--- config.mk ---
export PLATFORM = sky130hd
export DESIGN_NAME = mmb_arbiter_2x1
export DESIGN_NICKNAME = d
export VERILOG_FILES = /design/src/rtl/mmb_arbiter_2x1.sv
export SDC_FILE = /design/constraint.sdc
export NUM_CORES = 1
export LEC_CHECK = 0
export CAP_MARGIN = 5
export CORE_ASPECT_RATIO = 0.8
export CORE_MARGIN = 4
export CORE_UTILIZATION = 35
export DETAILED_ROUTE_END_ITERATION = 16
export HOLD_SLACK_MARGIN = 0.15
export PLACE_DENSITY_LB_ADDON = 0.08
export SLEW_MARGIN = 25
export SYNTH_ARGS = -nofsm -noshare
export SYNTH_HDL_FRONTEND = slang
export SYNTH_SLANG_ARGS = --single-unit
--- constraint.sdc ---
create_clock -name clk -period 3.6 [get_ports clk]
set_input_delay 0.9 -clock clk [delete_from_list [all_inputs] [get_ports clk]]
set_output_delay 0.9 -clock clk [all_outputs]
set_load 0.01 [all_outputs]
--- src/rtl/mmb_arbiter_2x1.sv ---
// mmb_arbiter_2x1
// Round-robin arbiter that lets two burst memory-mapped masters share one
// burst memory-mapped slave. A grant is held for a whole write burst or for
// one read request. Accepted reads are logged in a small FIFO so that read
// responses from the slave are routed back to the port that issued them.
//
// Ports
//   clk, reset_n              clock, asynchronous active-low reset
//   s0_* / s1_*               requester side: addr, bcnt, wreq, wdat, rreq in;
//                             rdat, rval, busy out
//   m_addr/m_bcnt/m_wreq/
//   m_wdat/m_rreq             to the slave (mux of the granted requester)
//   m_rdat/m_rval/m_busy      from the slave
//   err_orphan                sticky flag: read data arrived with no read pending
module mmb_arbiter_2x1 #(
  parameter int unsigned DWIDTH    = 8,
  parameter int unsigned AWIDTH    = 32,
  parameter int unsigned BWIDTH    = 8,
  parameter int unsigned RDPENDING = 4
) (
  input  logic              clk,
  input  logic              reset_n,

  input  logic [AWIDTH-1:0] s0_addr,
  input  logic [BWIDTH-1:0] s0_bcnt,
  input  logic              s0_wreq,
  input  logic [DWIDTH-1:0] s0_wdat,
  input  logic              s0_rreq,
  output logic [DWIDTH-1:0] s0_rdat,
  output logic              s0_rval,
  output logic              s0_busy,

  input  logic [AWIDTH-1:0] s1_addr,
  input  logic [BWIDTH-1:0] s1_bcnt,
  input  logic              s1_wreq,
  input  logic [DWIDTH-1:0] s1_wdat,
  input  logic              s1_rreq,
  output logic [DWIDTH-1:0] s1_rdat,
  output logic              s1_rval,
  output logic              s1_busy,

  output logic [AWIDTH-1:0] m_addr,
  output logic [BWIDTH-1:0] m_bcnt,
  output logic              m_wreq,
  output logic [DWIDTH-1:0] m_wdat,
  output logic              m_rreq,
  input  logic [DWIDTH-1:0] m_rdat,
  input  logic              m_rval,
  input  logic              m_busy,

  output logic              err_orphan
);

  localparam int unsigned PW = (RDPENDING > 1) ? $clog2(RDPENDING) : 1;
  localparam int unsigned CW = $clog2(RDPENDING + 1);
  localparam logic [BWIDTH:0] CNT_ONE = {{BWIDTH{1'b0}}, 1'b1};

  typedef enum logic [1:0] {IDLE, RD, WR} state_t;

  // bcnt of zero encodes the maximum burst of 2^BWIDTH words.
  function automatic logic [BWIDTH:0] burst_len(input logic [BWIDTH-1:0] b);
    burst_len = (b == '0) ? {1'b1, {BWIDTH{1'b0}}} : {1'b0, b};
  endfunction

  function automatic logic [PW-1:0] ptr_inc(input logic [PW-1:0] p);
    ptr_inc = (p == PW'(RDPENDING - 1)) ? '0 : p + PW'(1);
  endfunction

  state_t          state, state_nxt;
  logic            sel;
  logic            last;
  logic [BWIDTH:0] wcnt;

  // Pending-read queue
  logic            q_port [RDPENDING];
  logic [BWIDTH-1:0] q_bcnt [RDPENDING];
  logic [PW-1:0]   q_wptr, q_rptr;
  logic [CW-1:0]   q_cnt;
  logic [BWIDTH:0] rcnt;
  logic            q_full, q_empty;

  // Selected requester
  logic [AWIDTH-1:0] s_addr;
  logic [BWIDTH-1:0] s_bcnt;
  logic              s_wreq, s_rreq;
  logic [DWIDTH-1:0] s_wdat;

  logic cand0, cand1, any_cand;
  logic grant_port, grant_wr;
  logic wr_acc, wr_last, rd_acc;
  logic push, pop, rsp_valid, head_port;

  assign q_full  = (q_cnt == CW'(RDPENDING));
  assign q_empty = (q_cnt == '0);

  assign s_addr = sel ? s1_addr : s0_addr;
  assign s_bcnt = sel ? s1_bcnt : s0_bcnt;
  assign s_wreq = sel ? s1_wreq : s0_wreq;
  assign s_rreq = sel ? s1_rreq : s0_rreq;
  assign s_wdat = sel ? s1_wdat : s0_wdat;

  // A read only competes while the pending-read queue can take another entry.
  assign cand0    = s0_wreq | (s0_rreq & ~q_full);
  assign cand1    = s1_wreq | (s1_rreq & ~q_full);
  assign any_cand = cand0 | cand1;

  always_comb begin
    grant_port = 1'b0;
    if (cand0 && cand1) begin
      grant_port = ~last;
    end else begin
      grant_port = cand1;
    end
    grant_wr = grant_port ? s1_wreq : s0_wreq;
  end

  assign wr_acc  = (state == WR) && s_wreq && !m_busy;
  assign wr_last = wr_acc && (wcnt == CNT_ONE);
  assign rd_acc  = (state == RD) && s_rreq && !m_busy;

  // ---------------------------------------------------------------------------
  // FSM: state register
  // ---------------------------------------------------------------------------
  always_ff @(posedge clk or negedge reset_n) begin
    if (!reset_n) begin
      state <= IDLE;
    end else begin
      state <= state_nxt;
    end
  end

  // FSM: next-state logic
  always_comb begin
    state_nxt = state;
    case (state)
      IDLE: begin
        if (any_cand) begin
          state_nxt = grant_wr ? WR : RD;
        end
      end
      RD: begin
        if (rd_acc) begin
          state_nxt = IDLE;
        end
      end
      WR: begin
        if (wr_last) begin
          state_nxt = IDLE;
        end
      end
      default: state_nxt = IDLE;
    endcase
  end

  // FSM: outputs. Only the request type matching the grant is forwarded so a
  // stray wreq during a read grant (or rreq during a write) never reaches the slave.
  always_comb begin
    m_addr  = s_addr;
    m_bcnt  = s_bcnt;
    m_wdat  = s_wdat;
    m_wreq  = 1'b0;
    m_rreq  = 1'b0;
    s0_busy = 1'b1;
    s1_busy = 1'b1;
    case (state)
      RD: begin
        m_rreq = s_rreq;
        if (sel) begin
          s1_busy = m_busy;
        end else begin
          s0_busy = m_busy;
        end
      end
      WR: begin
        m_wreq = s_wreq;
        if (sel) begin
          s1_busy = m_busy;
        end else begin
          s0_busy = m_busy;
        end
      end
      default: begin
        m_wreq = 1'b0;
        m_rreq = 1'b0;
      end
    endcase
  end

  // Grant pointer, round-robin pointer and write word counter
  always_ff @(posedge clk or negedge reset_n) begin
    if (!reset_n) begin
      sel  <= 1'b0;
      last <= 1'b1;
      wcnt <= '0;
    end else begin
      if (state == IDLE && any_cand) begin
        sel  <= grant_port;
        wcnt <= burst_len(grant_port ? s1_bcnt : s0_bcnt);
      end else if (wr_acc) begin
        wcnt <= wcnt - CNT_ONE;
      end
      if (rd_acc || wr_last) begin
        last <= sel;
      end
    end
  end

  // ---------------------------------------------------------------------------
  // Pending-read queue and response routing
  // ---------------------------------------------------------------------------
  assign push      = rd_acc;
  assign head_port = q_port[q_rptr];
  assign rsp_valid = m_rval && !q_empty;
  assign pop       = rsp_valid && (rcnt == CNT_ONE);

  always_ff @(posedge clk) begin
    if (push) begin
      q_port[q_wptr] <= sel;
      q_bcnt[q_wptr] <= s_bcnt;
    end
  end

  // rcnt always holds the words still owed to the head entry. On a pop it is
  // reloaded from the next stored entry, or from the entry being pushed in the
  // same cycle when that one becomes the new head.
  always_ff @(posedge clk or negedge reset_n) begin
    if (!reset_n) begin
      q_wptr <= '0;
      q_rptr <= '0;
      q_cnt  <= '0;
      rcnt   <= '0;
    end else begin
      if (push) begin
        q_wptr <= ptr_inc(q_wptr);
      end
      if (pop) begin
        q_rptr <= ptr_inc(q_rptr);
      end
      case ({push, pop})
        2'b10:   q_cnt <= q_cnt + CW'(1);
        2'b01:   q_cnt <= q_cnt - CW'(1);
        default: q_cnt <= q_cnt;
      endcase
      if (pop) begin
        if (q_cnt > CW'(1)) begin
          rcnt <= burst_len(q_bcnt[ptr_inc(q_rptr)]);
        end else if (push) begin
          rcnt <= burst_len(s_bcnt);
        end else begin
          rcnt <= '0;
        end
      end else if (rsp_valid) begin
        rcnt <= rcnt - CNT_ONE;
      end else if (push && q_empty) begin
        rcnt <= burst_len(s_bcnt);
      end
    end
  end

  always_ff @(posedge clk or negedge reset_n) begin
    if (!reset_n) begin
      err_orphan <= 1'b0;
    end else if (m_rval && q_empty) begin
      err_orphan <= 1'b1;
    end
  end

  assign s0_rdat = m_rdat;
  assign s1_rdat = m_rdat;
  assign s0_rval = rsp_valid && !head_port;
  assign s1_rval = rsp_valid && head_port;

endmodule

==> metrics.md, run 1 <==
| Metric | Value |
|---|---|
| Outcome | completed |
| Setup_tns | 0 ns |
| CTS Buffer Depth | 2 |
| Logic pwr share | 50.0% |
| Std-Cell Rows | 36 |
| CTS root buf | clkbuf_16 |
| Pwr dens | 657 mW/mm^2 |
| Routed WL per cell | 19.1 um |
| Setup CP Type | input pin to primary output |
| Clock period minus worst slack | approximately 3.2 ns |
| Synthesis warning total | 0 |
| # hold bufs at CTS | 0 |
| Hold Path Sink | err_orphan |
| Syn Inst Count | 401 |
| Post-synthesis async set-or-reset flop share | 45.5% |
| Initial DRC Count | 318 |
| Post-Syn Area per Cell | 11.0 um^2 |
| CTS resizes | 0 |
| Clock transition at path regs | 0.06 ns |
| Via count | ~3900 |
| Fmax | ~0.3 GHz |
| Most frequent cell after synthesis | mux2_2 |
| Die height | 108 um |
| Global route overflow | 0 |
| Post-synth EDFFs | 36 |
| Distinct cells, synth | 65 |
| Area grow syn2layout | 46.0% |
| Worst Path Max Fanout | 6 |
| Largest net degree at the start of global routing | 46 |
| Synth area leader | edfxtp_1 |
| Global-route wire length before repair | 21800 um |
| Hold Crit Class | flip-flop to flip-flop |
| Final hold slack | 0.459 ns |
| Drt pass-1 iters | 5 |
| Boundary Pins | 183 |
| Synth top area share | between 20 and 25% |
| Setup violations, final | 0 |
| Gp weighted congestion | 0.880 |
| Initial antenna violation count | 0 |
| DIE WIDTH | roughly 130 um |
| Switching Fraction | 37.4% |
| Fin. Hold Viols | 0 |
| Least-Margin Pin Slew | 0.785 ns |
| Leak | 0.00237 uW |
| Routed wire length | 13900 um |
| Residual DRC | 0 |
| Peak supply drop | approximately 0.24 mV |
| I/O Buffers | 158 |
| CTS HTree Levels | 3 |
| Top cell by count, worst path | clkdlybuf4s50_1 |
| R2r setup slk | 1.17 ns |
| Max-Cap Viols | 0 |
| Crit path largest cell delay | 0.49 ns |
| Worst setup EP type | primary output |
| Register area share after synthesis | about two fifths |
| Flop pwr share | approximately 29% |
| Via-to-Cell Ratio | 5.32 |
| Cells along the critical path | clkdlybuf4s50_1 -> or3b_2 -> clkdlybuf4s50_1 |
| Path depth of the worst reg2reg path | 10 |
| Yosys reg bits | 66 |
| Area of the die | roughly 0.014 mm^2 |
| Synthesized area | 0.00441 mm^2 |
| Crit start category | input pin |
| Layout cells sized above 1 | between 20% and 30% |
| Final period utilization | 90.0% |
| Routed Antenna Nets | 0 |
| Max_slew headroom | 47.5% |
| Synth top cells by count | mux2_2, edfxtp_1, nand2_1 |
| Switch Pwr | 1580 uW |
| RSZ-0062 raised after global routing | no |
| Dpl hpwl | 11200 um |
| Clock sinks | 66 |
| Critical Path RT | 2.70 ns |
| Final Skew | 0.00462 ns |
| Ant diodes | 0 |
| Latest clock arrival within the worst-skew pair | approximately 0.33 ns |
| All-Layer GR Usage | 19.5% |
| Mapped Nets | 530 |
| Critical R2R Launch | rcnt[1] |
| Final net count | 681 |
| Clock share of power | 21.1% |
| Core area | 0.0123 mm^2 |
| CTS tree | yes |
| Clock buffer count from CTS | 9 |
| CP arrival | 2.34 ns |
| Worst flop-to-flop path endpoint | q_cnt[2] |
| Slew Limit Fails | 0 |
| CP max stage cell | clkdlybuf4s50_1 |
| Starting density of the core | 36.0% |
| Top post-synthesis cells by area | edfxtp_1, dfrtp_1, mux2_2 |
| Prevailing post-synth register cell | edfxtp_1 |
| Vias in the first global route | 4096 |
| Post-CTS Setup Bufs | 0 |
| Cell Int Power | about 2600 uW |
| Worst hold path startpoint | err_orphan |
| Worst hold path depth | 1 |
## state kept, by name, indices dropped and copies added (netlist names)
register	flops
sel	1
state	2
rcnt	9
last	1
q_rptr	2
q_wptr	2
wcnt	9
q_port	4
err_orphan	1
q_cnt	3
q_bcnt	32
## stage by stage
| step | worst slack [ns] | area [um^2] | util [%] | total power (uW) | std cells |
|---|---|---|---|---|---|
| finish | 0.358 | 6440 | 52.5 | 4230 | 728 |
| global route | 0.252 | 6440 | 52.5 | 4500 | 728 |
| CTS | 0.347 | 6440 | 52.6 | 4250 | 728 |
| detailed placement | 0.349 | 6140 | 50.1 | 3340 | 712 |
| global placement | 0.361 | 6140 | 50.1 | 3330 | 712 |
| floorplan | 1.08 | 4410 | - | 2490 | 401 |
## power groups by stage
stage	clock (uW)	sequential [uW]	combinational (uW)
finish	891	1220	2110
global placement	0	1220	2110
global route	943	1250	2310
CTS	905	1220	2130
detailed placement	0	1230	2110
floorplan	0	1140	1350
## layout by cell type (no fill, tap or decap), drive strengths merged, types with 4 or more instances in the layout
| master | instances |
|---|---|
| clkdlybuf4s50 | 157 |
| mux2 | 57 |
| edfxtp | 36 |
| nand2 | 31 |
| dfrtp | 29 |
| nor2 | 28 |
| a21oi | 19 |
| ha | 17 |
| inv | 17 |
| buf | 16 |
| o21ai | 11 |
| nor4 | 10 |
| mux4 | 9 |
| clkbuf | 9 |
| a22oi | 7 |
| xor2 | 7 |
| and2 | 6 |
| nand3 | 6 |
| nand2b | 5 |
| mux2i | 5 |
| nor3 | 5 |
| xnor2 | 4 |
| or4 | 4 |
| o31ai | 4 |
| a311oi | 4 |
## area by class of cell
cell class                 count  area, um^2
clock buffer                   9         225
clock inverter                 7        77.6
fill                        1113        5810
inverter                      15        56.3
multi-input combinational    287        2330
sequential                    66        1830
tap                          171         214
timing repair buffer         173        1700
## critical path, delay by kind of cell
kind	cells	cell delay (ns)
buffers and inverters	2	0.97
AND/OR/NAND/NOR	1	0.47
## cells by family after synthesis
| logic type | Yosys count | synth area share, % |
|---|---|---|
| compound gates | 73 | 11.5 |
| flops | 66 | 41.6 |
| fa+ha+maj | 17 | 4.82 |
| mux | 71 | 20.3 |
| buf+inv | 48 | 5.65 |
| xor+xnor | 11 | 2.18 |
| simple gates | 115 | 14.0 |
## layer usage
metal  wire [um]  GRT usage [%]  vias to the layer above
met4         233           5.14                        0
met3        1130           6.28                       21
met5           0              0                        -
li1            -              -                     1795
met1        5690           23.3                     1876
met2        6880           34.2                      182
## worst max path at each step
| stage | startpoint | to | slack (ns) | cells past startpoint |
|---|---|---|---|---|
| after detailed placement | m_busy | s0_busy | 0.35 | 3 |
| after global placement | m_busy | s0_busy | 0.36 | 3 |
| final | m_busy | s0_busy | 0.36 | 3 |
| after CTS | m_busy | s0_busy | 0.35 | 3 |
| after global routing | m_rval | s0_rval | 0.25 | 4 |
| after floorplan | sel | m_addr[10] | 1.08 | 4 |
No activity file was read; power rests on OpenSTA's default activity.
==> run 2: changes to the inputs <==
CORE_UTILIZATION = 40   (was 35)
==> run 2 against run 1 <==
Compared with the run above:
- register-to-register slack lost 0.08 ns
- critical path depth rose by 1
- clock skew grew 0.0031 ns
- clock power is 6.3% lower
- sequential power hardly changed
- global-route usage increased by 1.9 points
- critical endpoint is now m_wreq
- largest power group unchanged
==> metrics.md, run 2 (synthesized netlist as in run 1, its figures left out) <==
| Metric | Value |
|---|---|
| Outcome | completed |
| Via-to-Cell Ratio | 5.46 (+2.7%) |
| Fin. Hold Viols | 0 (unchanged) |
| Initial antenna violation count | 0 (unchanged) |
| Hold Crit Class | flip-flop to flip-flop |
| Latest clock arrival within the worst-skew pair | 0.33 ns (about the same) |
| Core area | 0.0108 mm^2 (-12%) |
| CTS tree | yes |
| Worst Path Max Fanout | 6 (unchanged) |
| Clock transition at path regs | 0.06 ns (about the same) |
| Leak | 0.00236 uW (-0.83%) |
| Starting density of the core | 40.8% (+4.8 points) |
| Top Registers | q_bcnt x32, rcnt x9, wcnt x9 |
| Die height | 102 um (-6.0%) |
| Via count | 3820 (-1.4%) |
| Critical Path RT | 2.70 ns (about the same) |
| Setup_tns | 0 ns (unchanged) |
| Drt pass-1 iters | 5 (unchanged) |
| Setup CP Type | input pin to primary output |
| Global route overflow | 0 (unchanged) |
| Layout cells sized above 1 | 19.6% (-0.47 points) |
| Number of flip-flops in the largest register | 32 (unchanged) |
| Area grow syn2layout | 44.6% |
| RSZ-0062 raised after global routing | no |
| Global-route wire length before repair | 21200 um (-2.9%) |
| Most frequent cells in the layout | clkdlybuf4s50_1, mux2_2, edfxtp_1, nand2_1 |
| Placed cell area | 0.00609 mm^2 (-0.79%) |
| I/O Buffers | 158 (unchanged) |
| Dpl hpwl | 10800 um (-3.0%) |
| Vias in the first global route | 3937 (-3.9%) |
| Routed wire length | 13700 um (-2.0%) |
| DIE WIDTH | 125 um (-6.1%) |
| Peak supply drop | 0.287 mV (+19%) |
| # hold bufs at CTS | 0 (unchanged) |
| Routed Antenna Nets | 0 (unchanged) |
| Initial DRC Count | 306 (-3.8%) |
| Final net count | 679 (-0.29%) |
| Final period utilization | 92.3% (+2.2 points) |
| Worst setup EP type | primary output |
| Most common cell after layout, fill and taps aside | clkdlybuf4s50_1 |
| Fmax | 0.301 GHz (-2.4%) |
| R2r setup slk | 1.09 ns (-0.08 ns) |
| Ant diodes | 0 (unchanged) |
| CTS root buf | clkbuf_16 |
| Pwr dens | 655 mW/mm^2 (-0.30%) |
| Gp weighted congestion | 0.852 (-3.2%) |
| Crit start category | input pin |
| Slew Limit Fails | 0 (unchanged) |
| Max-Cap Viols | 0 (unchanged) |
| Routed WL per cell | 19.5 um (+2.0%) |
| # fillers | 961 (-14%) |
| Max_slew headroom | 39.6% (-7.9 points) |
| Residual DRC | 0 (unchanged) |
| Boundary Pins | 183 (unchanged) |
| Final Skew | 0.00768 ns (+0.00306 ns) |
| Clock sinks | 66 (unchanged) |
| Clock period minus worst slack | 3.32 ns (+0.0806 ns) |
| CP arrival | 2.42 ns (+0.08 ns) |
| Least-Margin Pin Slew | 0.903 ns (+0.117 ns) |
| All-Layer GR Usage | 21.4% (+1.9 points) |
| Clock buffer count from CTS | 9 (unchanged) |
| Largest net degree at the start of global routing | 34 (-26%) |
| Post-route cell area | 0.00638 mm^2 (-0.93%) |
| CTS HTree Levels | 3 (unchanged) |
| Std-Cell Rows | 34 (-5.6%) |
| Setup violations, final | 0 (unchanged) |
| Most flops, register | q_bcnt |
| CTS resizes | 0 (unchanged) |
| Area of the die | 0.0128 mm^2 (-12%) |
| CTS Buffer Depth | 2 (unchanged) |
| Post-CTS Setup Bufs | 0 (unchanged) |
-- run 2: cell count changes in the layout (fill, tap and decap cells not counted), sizes merged --
cell / change
bufinv: -1
inv: +1
buf: -3
clkdlybuf4s50: +1
clkinvlp: +1
clkinv: -1
-- run 2: power by group --
group          switching [uW]  total [uW]  internal [uW]
clock                     357         835            478
sequential                213        1220           1010
combinational            1020        2120           1100
-- run 2: stage by stage --
| stage | power, uW | cells | util, % | hold slack (ns) | setup slack, ns |
|---|---|---|---|---|---|
| floorplan | 2490 | 401 | - | 0.493 | 1.08 |
| global placement | 3310 | 683 | 56.4 | 0.443 | 0.297 |
| detailed placement | 3340 | 683 | 56.4 | 0.458 | 0.277 |
| CTS | 4190 | 699 | 59.0 | 0.471 | 0.276 |
| global route | 4440 | 699 | 59.0 | 0.486 | 0.171 |
| finish | 4180 | 699 | 59.0 | 0.466 | 0.278 |
-- run 2: worst max-delay path, cell delays in order --
cell and delay [ns]:
clkdlybuf4s50_1 0.47, mux2i_1 0.45, nor2b_1 0.09, clkdlybuf4s50_1 0.50
-- run 2: layout make-up --
| cell class | count | area, um^2 | share of cell area [%] |
|---|---|---|---|
| Clock buffer | 9 | 225 | 3.53 |
| Clock inverter | 7 | 61.3 | 0.961 |
| Inverter | 15 | 56.3 | 0.883 |
| Multi-Input combinational cell | 287 | 2330 | 36.5 |
| Sequential cell | 66 | 1830 | 28.8 |
| Tap cell | 144 | 180 | 2.83 |
| Timing Repair Buffer | 171 | 1690 | 26.5 |
-- run 2: path summary, 6_finish.rpt --
kind | to | startpoint | cells past startpoint
min | err_orphan | err_orphan | 1
min in group asynchronous | state[0] | reset_n | 1
min reg2reg | err_orphan | err_orphan | 1
max | m_wreq | s0_wreq | 4
max reg2reg | q_cnt[2] | rcnt[1] | 10
max in group asynchronous | rcnt[1] | reset_n | 2
-- run 2: layer usage --
metal | global-route usage (%) | part of all wire [%] | vias to the layer above
met2 | 37.2 | 48 | 178
met5 | 0 | 0 | -
met4 | 4.67 | 1.4 | 0
met3 | 5.69 | 7.4 | 20
met1 | 27.3 | 43 | 1825
li1 | - | - | 1797
==> run 3: changes to the inputs <==
==> constraint.sdc (replaced) <==
create_clock -name clk -period 3.6 [get_ports clk]
set_input_delay 0.54 -clock clk [delete_from_list [all_inputs] [get_ports clk]]
set_output_delay 0.54 -clock clk [all_outputs]
set_load 0.01 [all_outputs]
==> run 3 against run 2 <==
Compared with the run above:
- sequential power about the same
- critical path type is now flip-flop to primary output
- sequential cell count unchanged
- highest routed layer unchanged
- register-to-register slack got worse by 0.20 ns
- clock-buffer cell count is the same
- utilization fell by 0.76 points
- routed wire length is 2.8% lower
- non-clock buffer count down 10
- clock skew fell by 0.0017 ns
==> metrics.md, run 3 (synthesized netlist as in run 1, its figures left out) <==
| Metric | Value |
|---|---|
| Util after Layout | 58.3% (-0.76 points) |
| Most common cell after layout, fill and taps aside | clkdlybuf4s50_1 |
| Routed wire length | 13300 um (-2.8%) |
| CP max stage cell | dfrtp_2 |
| DIE WIDTH | 125 um (unchanged) |
| Final hold slack | 0.468 ns (+0.00186 ns) |
| CP arrival | 2.45 ns (+0.03 ns) |
| Fin. Hold Viols | 0 (unchanged) |
| Critical Path RT | 3.06 ns (+0.36 ns) |
| RSZ-0062 raised after global routing | no |
| Worst flop-to-flop path endpoint | rcnt[0] |
| Top Registers | q_bcnt x32, rcnt x9, wcnt x9 |
| Hold Crit Class | flip-flop to flip-flop |
| Area grow syn2layout | 42.7% |
| Setup_tns | 0 ns (unchanged) |
| Worst setup EP type | primary output |
| CTS Buffer Depth | 2 (unchanged) |
| Cell depth of the worst setup path | 3 (-1) |
| Via-to-Cell Ratio | 5.45 (-0.30%) |
| # hold bufs at CTS | 0 (unchanged) |
| Residual DRC | 0 (unchanged) |
| Slew Limit Fails | 0 (unchanged) |
| Leak | 0.00230 uW (-2.4%) |
| CTS tree | yes |
| Layout cells sized above 1 | 18.2% (-1.5 points) |
| Final net count | 669 (-1.5%) |
| Worst Setup SP | sel |
| Fmax | 0.334 GHz (+11%) |
| Pwr dens | 651 mW/mm^2 (-0.61%) |
| Drt pass-1 iters | 4 (-1) |
| Least-Margin Pin Slew | 0.809 ns (-0.0935 ns) |
| Crit start category | flip-flop |
| CTS resizes | 0 (unchanged) |
| Clock period minus worst slack | 2.99 ns (-0.330 ns) |
| # fillers | 927 (-3.5%) |
| Latest clock arrival within the worst-skew pair | 0.33 ns (about the same) |
| Routed WL per cell | 19.3 um (-1.4%) |
| Path depth of the worst reg2reg path | 6 (-4) |
| Area of the die | 0.0128 mm^2 (unchanged) |
| Number of flip-flops in the largest register | 32 (unchanged) |
| Clock buffer count from CTS | 9 (unchanged) |
| Flip-flop and latch area | 0.00183 mm^2 (unchanged) |
| Gp weighted congestion | 0.839 (-1.5%) |
| Largest net degree at the start of global routing | 32 (-5.9%) |
| Crit path largest cell delay | 0.80 ns (+0.30 ns) |
| Initial DRC Count | 259 (-15%) |
| Initial antenna violation count | 0 (unchanged) |
| All-Layer GR Usage | 21.0% (-0.40 points) |
| Die height | 102 um (unchanged) |
| Starting density of the core | 40.8% (unchanged) |
| Routed Antenna Nets | 0 (unchanged) |
| Termination of the worst setup path | m_bcnt[3] |
| Std-Cell Rows | 34 (unchanged) |
| Ant diodes | 0 (unchanged) |
| Setup violations, final | 0 (unchanged) |
| Vias in the first global route | 3835 (-2.6%) |
| Worst Path Max Fanout | 31 (+25) |
| Clock transition at path regs | 0.06 ns (about the same) |
| CTS root buf | clkbuf_16 |
| Critical path's top delay family | buffers and inverters |
| Critical R2R Launch | sel |
| Max_slew headroom | 45.6% (+6.0 points) |
| Final Skew | 0.00599 ns (-0.00169 ns) |
| Via count | 3754 (-1.7%) |
| Post-CTS Setup Bufs | 0 (unchanged) |
| Dpl hpwl | 10500 um (-2.8%) |
| Outcome | completed |
| R2r setup slk | 0.89 ns (-0.20 ns) |
| Buf+Inv Stages, Crit Path | 2 (unchanged) |
| CTS HTree Levels | 3 (unchanged) |
| Clock sinks | 66 (unchanged) |
| Final period utilization | 83.1% (-9.2 points) |
| Setup CP Type | flip-flop to primary output |
| Global-route wire length before repair | 20900 um (-1.4%) |
| Global route overflow | 0 (unchanged) |
| Cells along the critical path | buf_12 -> mux2_2 -> clkdlybuf4s50_1 |
| Peak supply drop | 0.265 mV (-7.9%) |
| Most flops, register | q_bcnt |
| Max-Cap Viols | 0 (unchanged) |
| Most frequent cells in the layout | clkdlybuf4s50_1, mux2_2, edfxtp_1, nand2_1 |
| I/O Buffers | 158 (unchanged) |
| Boundary Pins | 183 (unchanged) |
| Multi-input logic area | 0.00233 mm^2 (unchanged) |
| Core area | 0.0108 mm^2 (unchanged) |
## run 3: cell count changes in the layout (fill, tap and decap cells not counted)
cell        delta
clkinv_2       +1
inv_6          -1
inv_8          -1
buf_4         -10
clkinvlp_4     +1
## run 3: worst register-to-register path, cell delays in order (launching register included)
cell      delay [ns]
dfrtp_2         0.80
mux2i_1         0.30
nor2_1          0.59
inv_1           0.22
o21ai_0         0.40
o221ai_1        0.19
a21oi_1         0.14
## run 3: layout make-up
type	instances	share of cell area, %
Tap cell	144	2.86
Clock inverter	7	0.855
Timing Repair Buffer	161	25.7
Inverter	15	0.894
Multi-Input combinational cell	287	37.0
Clock buffer	9	3.58
Sequential cell	66	29.1
## run 3: stage by stage
step	cell area [um^2]	power, uW	instances	setup WS (ns)
final	6290	4100	689	0.608
after global routing	6290	4370	689	0.498
after CTS	6290	4110	689	0.597
after detailed placement	6020	3290	673	0.775
after global placement	6020	3280	673	0.884
after floorplan	4410	2490	401	1.44
## run 3: how the worst min path moves through the flow
stage | cells after the start | end | from | slack (ns)
6_report | 1 | err_orphan | err_orphan | 0.47
3_5_place_dp | 1 | err_orphan | err_orphan | 0.47
3_3_place_gp | 1 | err_orphan | err_orphan | 0.44
4_1_cts | 1 | err_orphan | err_orphan | 0.48
5_1_grt | 1 | err_orphan | err_orphan | 0.51
2_1_floorplan | 0 | err_orphan | reset_n | 0.24
## run 3: report_power, final
group | total, uW | internal [uW] | switching, uW
registers | 1250 | 1010 | 243
clock network | 811 | 469 | 343
logic | 2040 | 1070 | 967
total | 4100 | 2540 | 1550
## run 3: metal layers
layer / track usage [%] / wire length, um / vias to the layer above
met5: 0 / 0 / -
met4: 4.92 / 142 / 0
met3: 7.63 / 1330 / 15
met2: 35.9 / 6410 / 170
met1: 25.8 / 5390 / 1798
li1: - / - / 1771
